$ cat src/rtl/kernel_row_buffer.sv
// Ping-pong kernel row buffer: captures kernel ROM rows per conv lane into a fill
// bank and presents each completed kernel to the four lanes with a valid/consume handshake.
module kernel_row_buffer #(
    parameter int SLOT_W   = 16,
    parameter int MAX_ROWS = 16,
    parameter int CNT_W    = 5
) (
    input  logic                       clk,
    input  logic                       reset,
    input  logic                       load_start,
    input  logic [CNT_W-1:0]           row_size,
    input  logic                       rdata_valid,
    input  logic [4*SLOT_W-1:0]        kernel_rdata,
    input  logic [1:0]                 kernel_select_0,
    input  logic [1:0]                 kernel_select_1,
    input  logic [1:0]                 kernel_select_2,
    input  logic [1:0]                 kernel_select_3,
    input  logic                       kernel_consume,
    output logic                       fill_ready,
    output logic                       kernel_valid,
    output logic [MAX_ROWS*SLOT_W-1:0] kernel_data_0,
    output logic [MAX_ROWS*SLOT_W-1:0] kernel_data_1,
    output logic [MAX_ROWS*SLOT_W-1:0] kernel_data_2,
    output logic [MAX_ROWS*SLOT_W-1:0] kernel_data_3,
    output logic [CNT_W-1:0]           kernel_rows,
    output logic                       overflow
);

    typedef enum logic [1:0] {IDLE, FILL, HOLD} state_t;

    state_t           state_reg;
    logic [CNT_W-1:0] fill_cnt_reg;
    logic [CNT_W-1:0] size_q_reg;
    logic [CNT_W-1:0] hold_rows_reg;
    logic [CNT_W-1:0] kernel_rows_reg;
    logic             fill_bank_reg;
    logic             rd_bank_full_reg;
    logic             fill_bank_full_reg;
    logic             overflow_reg;

    logic [1:0]                 lane_sel  [4];
    logic [SLOT_W-1:0]          slot_data [4];
    logic [MAX_ROWS*SLOT_W-1:0] lane_data [4];

    logic size_ok;
    logic consume_ok;
    logic beat_wr;
    logic last_beat;
    logic do_swap;
    logic enter_hold;
    logic clr_fill;
    logic ovf_set;

    assign lane_sel[0] = kernel_select_0;
    assign lane_sel[1] = kernel_select_1;
    assign lane_sel[2] = kernel_select_2;
    assign lane_sel[3] = kernel_select_3;

    always_comb begin
        size_ok    = (row_size != '0) && (row_size <= CNT_W'(MAX_ROWS));
        consume_ok = kernel_consume && rd_bank_full_reg;
        // load_start wins over a beat arriving in the same cycle
        beat_wr    = (state_reg == FILL) && rdata_valid && !load_start;
        last_beat  = beat_wr && (fill_cnt_reg == size_q_reg - CNT_W'(1));
        do_swap    = (last_beat && (!rd_bank_full_reg || kernel_consume))
                   || ((state_reg == HOLD) && fill_bank_full_reg && consume_ok);
        enter_hold = last_beat && rd_bank_full_reg && !kernel_consume;
        clr_fill   = load_start && (((state_reg == IDLE) && size_ok) || (state_reg == FILL));
        ovf_set    = (state_reg == HOLD) && rdata_valid && !load_start;
    end

    // Per lane/row storage: two cells (one per bank); the read bank is the one not being filled.
    genvar gi, gr;
    generate
        for (gi = 0; gi < 4; gi++) begin : g_lane
            assign slot_data[gi] = kernel_rdata[32'(lane_sel[gi]) * SLOT_W +: SLOT_W];
            for (gr = 0; gr < MAX_ROWS; gr++) begin : g_row
                logic [SLOT_W-1:0] cell_reg [2];
                logic              row_we;

                assign row_we = beat_wr && (fill_cnt_reg == CNT_W'(gr));

                always_ff @(posedge clk) begin
                    for (int b = 0; b < 2; b++) begin
                        if (!reset) begin
                            cell_reg[b] <= '0;
                        end else if ((clr_fill && (fill_bank_reg == 1'(b)))
                                  || (do_swap && (fill_bank_reg != 1'(b)))) begin
                            // the bank about to receive a fresh kernel starts from zero
                            cell_reg[b] <= '0;
                        end else if (row_we && (fill_bank_reg == 1'(b))) begin
                            cell_reg[b] <= slot_data[gi];
                        end
                    end
                end

                assign lane_data[gi][gr*SLOT_W +: SLOT_W] = cell_reg[!fill_bank_reg];
            end
        end
    endgenerate

    always_ff @(posedge clk) begin
        if (!reset) begin
            state_reg          <= IDLE;
            fill_cnt_reg       <= '0;
            size_q_reg         <= '0;
            hold_rows_reg      <= '0;
            kernel_rows_reg    <= '0;
            fill_bank_reg      <= 1'b0;
            rd_bank_full_reg   <= 1'b0;
            fill_bank_full_reg <= 1'b0;
            overflow_reg       <= 1'b0;
        end else begin
            if (ovf_set) begin
                overflow_reg <= 1'b1;
            end

            if (do_swap) begin
                fill_bank_reg      <= !fill_bank_reg;
                rd_bank_full_reg   <= 1'b1;
                fill_bank_full_reg <= 1'b0;
                // a waiting kernel keeps the size it was filled with, even if size_q was reloaded
                kernel_rows_reg    <= (state_reg == HOLD) ? hold_rows_reg : size_q_reg;
            end else if (consume_ok) begin
                rd_bank_full_reg <= 1'b0;
            end

            case (state_reg)
                IDLE: begin
                    if (load_start && size_ok) begin
                        state_reg    <= FILL;
                        size_q_reg   <= row_size;
                        fill_cnt_reg <= '0;
                    end
                end
                FILL: begin
                    if (load_start) begin
                        fill_cnt_reg <= '0;
                        if (size_ok) begin
                            size_q_reg <= row_size;
                        end else begin
                            state_reg <= IDLE;
                        end
                    end else if (beat_wr) begin
                        if (last_beat) begin
                            fill_cnt_reg <= '0;
                        end else begin
                            fill_cnt_reg <= fill_cnt_reg + CNT_W'(1);
                        end
                        if (enter_hold) begin
                            state_reg          <= HOLD;
                            fill_bank_full_reg <= 1'b1;
                            hold_rows_reg      <= size_q_reg;
                        end
                    end
                end
                HOLD: begin
                    if (load_start && size_ok) begin
                        size_q_reg <= row_size;
                    end
                    if (do_swap) begin
                        state_reg <= FILL;
                    end
                end
                default: state_reg <= IDLE;
            endcase
        end
    end

    assign fill_ready    = (state_reg == FILL);
    assign kernel_valid  = rd_bank_full_reg;
    assign kernel_rows   = kernel_rows_reg;
    assign overflow      = overflow_reg;
    assign kernel_data_0 = lane_data[0];
    assign kernel_data_1 = lane_data[1];
    assign kernel_data_2 = lane_data[2];
    assign kernel_data_3 = lane_data[3];

endmodule

$ cat config.mk
export PLATFORM = sky130hd
export DESIGN_NAME = kernel_row_buffer
export DESIGN_NICKNAME = d
export VERILOG_FILES = /design/src/rtl/kernel_row_buffer.sv
export SDC_FILE = /design/constraint.sdc
export NUM_CORES = 2
export LEC_CHECK = 0
export ABC_AREA = 1
export CAP_MARGIN = 20
export CORE_AREA = 8 8 549 551
export DETAILED_ROUTE_END_ITERATION = 16
export DIE_AREA = 0 0 557 559
export MAX_ROUTING_LAYER = met4
export SYNTH_ARGS = -nofsm -noshare
export SYNTH_HDL_FRONTEND = slang
export SYNTH_SLANG_ARGS = --single-unit
$ cat constraint.sdc
create_clock -name clk -period 5.9 [get_ports clk]
set_input_delay 1.18 -clock clk [delete_from_list [all_inputs] [get_ports clk]]
set_output_delay 1.18 -clock clk [all_outputs]
set_load 0.005 [all_outputs]
==> run metrics <==
status completed; Leak 45.55 nW; vias in the first global route 63310; Worst-Margin Slew 1.234 ns; worst endpoint required time 4.72 ns; antenna violations before repair 79; Final HPWL DP 263700 um; critical path's slowest cell buf_4; routed wire length 388800 um; 1st-iter DRT viols 8263; CTS Buffer Depth 4; Crit Reg-Reg Endpoint g_lane[0].g_row[0].cell_reg[0][2]; Die ar. 0.3114 mm2; r2r setup slk 1.98 ns; Critical Path Sink Type output port; core area 0.2926 mm2; kind of critical path register to output port; crit-path cells buf_4 -> buf_4 -> nand2_1 -> nand2_1 -> clkdlybuf4s50_1; worst clock skew 0.06592 ns; fin util 0.3777; Max Clk Rate 191.8 MHz; slowest cell delay on critical path 0.78 ns; Final #Nets 9474; clock tree sinks 2074; global-route usage over all layers 0.2460; max reg flops 2048; row count 199; postcts setup bufs 0; mapped cell area 0.08740 mm2; initial core utilization 0.2987; pwr/cell area 307.9 mW/mm2; drt first pass iters 6; setup tns final 0 ns; Max Cap Viol 0; nature of the critical path startpoint register; RSZ-0062 raised after global routing no; WL per Instance 28.69 um; share of post-route cells with drive strength above 1 0.06773; CTS tree done; Num CTS Buffers 227; Clock Tree Root clkbuf_16; synth unique cells 28; Critical Path Fanout Max 66; DR vias 67003; R2R cell count 15; min Tclk post-route 5.214 ns; Synth Instances 8537; cts repair resizes 0; Slew HR 0.1772; worst skew pair latency 0.91 ns; global placement routability congestion 0.8673; drt drc 0; Die W 557 um; HP Class register to register; via-per-instance ratio 4.945; Fin. Hold Viols 0; largest net degree at the start of global routing 170; Die H 559 um; Ports 1114; Min-Delay Endpoint fill_bank_full_reg; first-pass GRT wire length 520700 um; Slew Viols, Final 0; post-synthesis sequential area ratio 0.7096; Syn Nets 8625; final setup fails 0; CTS Hold Bufs 0; register bit total from synthesis 2074; final period utilization 0.8836; Hold Path Depth 2; Hold Path Origin fill_bank_full_reg; Yosys warnings 0; VDD IR max 251.7 uV; area delta synth->final 26.44%; # H-tree levels 4; Antenna Nets Post-Route 0; Reg clk slew, reported paths 0.06 ns; CP arrival 4.03 ns; I/O Buffers 1113; syn_area_per_cell 10.24 um2; FF-to-FF Start size_q_reg[0]; gr ovfl total 0
==> logic make-up after synthesis <==
kind of cell,synth area share
AO/OA/AOI/OAI,0.01344
AND/OR/NAND/NOR,0.2403
adder cells (fa/ha/maj),0.0008589
XOR/XNOR,0.0002005
flip-flops,0.7096
buffers and inverters,0.03560
==> layer usage <==
metal	up-vias	wire, um	share of wire	global-route usage
met2	3780	171400	0.44	0.3668
met4	0	21700	0.056	0.1186
met3	620	44670	0.11	0.07308
met5	-	0	0	-
met1	33166	151100	0.39	0.3057
li1	29437	-	-	-
==> area by class of cell <==
type | count | area, um2
fill | 28338 | 182000
sequential | 2074 | 62020
multi-input combinational | 5721 | 22700
timing repair buffer | 1321 | 13430
clock buffer | 280 | 5941
tap | 3919 | 4903
clock inverter | 131 | 1200
inverter | 41 | 161.4
antenna | 64 | 160.2
==> cells in the final DEF, fill, tap and decap left out, types with 3 or more instances in the layout <==
| cell type | netlist | final |
|---|---|---|
| clkbuf_8 | 0 | 4 |
| dfxtp_1 | 26 | 25 |
| nand3_1 | 30 | 27 |
| nand2_2 | 4 | 4 |
| nand3_4 | 0 | 3 |
| bufinv_16 | 0 | 13 |
| edfxtp_1 | 2048 | 2048 |
| o21ai_0 | 12 | 12 |
| inv_16 | 0 | 3 |
| clkinvlp_4 | 0 | 10 |
| buf_4 | 12 | 148 |
| clkinv_1 | 0 | 47 |
| buf_16 | 0 | 3 |
| clkbuf_1 | 483 | 48 |
| inv_6 | 0 | 6 |
| nand2_1 | 3384 | 3352 |
| diode_2 | 0 | 64 |
| nand4_1 | 31 | 31 |
| clkinv_4 | 0 | 6 |
| clkinv_16 | 0 | 6 |
| o211a_1 | 4 | 4 |
| inv_8 | 0 | 3 |
| clkdlybuf4s50_1 | 0 | 1104 |
| buf_2 | 147 | 9 |
| ha_1 | 6 | 6 |
| nand2_4 | 2 | 34 |
| clkbuf_16 | 0 | 228 |
| a21oi_1 | 84 | 84 |
| a32o_2 | 0 | 57 |
| a32o_4 | 0 | 7 |
| buf_12 | 0 | 56 |
| nor2_1 | 2088 | 2088 |
| clkinv_2 | 0 | 38 |
| inv_1 | 39 | 39 |
==> metrics by stage <==
step / hold slack (ns) / setup WS [ns] / instance area, um2 / total power (W) / instances
2_1_floorplan: 0.4403 / 0.9306 / 87400 / 0.01849 / 8537
3_3_place_gp: 0.4641 / 0.4262 / 103100 / 0.02040 / 13069
3_5_place_dp: 0.4607 / 0.7653 / 103100 / 0.02046 / 13072
4_1_cts: 0.4702 / 0.5491 / 110300 / 0.03426 / 13483
5_1_grt: 0.5042 / 0.4636 / 110500 / 0.03493 / 13544
6_report: 0.4684 / 0.6865 / 110500 / 0.03402 / 13551
==> report_power, final <==
| part | switching [W] | internal, W | total [W] |
|---|---|---|---|
| clock network | 0.00615 | 0.00774 | 0.0139 |
| logic | 0.00217 | 0.000804 | 0.00297 |
| registers | 0.000210 | 0.0169 | 0.0172 |
==> worst max-delay path: cells and delay by family, from the launching register on <==
kind | cells | cell delay [ns]
buf+inv | 3 | 1.95
flops | 1 | 0.70
simple gates | 2 | 0.37
==> Yosys cell counts <==
library cell,count,area share
nand3_1,30,0.0017
nor2_2,2,0.00014
inv_1,39,0.0017
a32o_1,64,0.0073
nor2_4,2,0.00026
nand3_2,2,0.00023
buf_1,46,0.0020
edfxtp_1,2048,0.70
nand3b_1,1,0.000086
o21a_1,1,0.000086
clkbuf_1,483,0.021
dfxtp_1,26,0.0060
nor2_1,2088,0.090
o21ai_0,12,0.00069
nand2_1,3384,0.15
o211a_1,4,0.00046
xor2_1,2,0.00020
buf_4,12,0.0010
buf_2,147,0.0084
a21oi_1,84,0.0048
ha_1,6,0.00086
nand4_1,31,0.0022
inv_2,2,0.000086
buf_6,13,0.0017
nor3_2,1,0.00011
nand2_2,4,0.00029
nand2_4,2,0.00026
a31oi_1,1,0.000072
==> worst max-delay path by stage <==
stage	startpoint	to	slack [ns]
global placement	row_size[2]	g_lane[1].g_row[10].cell_reg[1][14]	0.43
CTS	fill_bank_reg	kernel_data_3[48]	0.55
global route	fill_bank_reg	kernel_data_3[48]	0.46
floorplan	row_size[1]	g_lane[0].g_row[0].cell_reg[1][0]	0.93
finish	fill_bank_reg	kernel_data_3[48]	0.69
detailed placement	row_size[2]	g_lane[3].g_row[0].cell_reg[0][0]	0.77
Power figures use the tool's default switching activity.
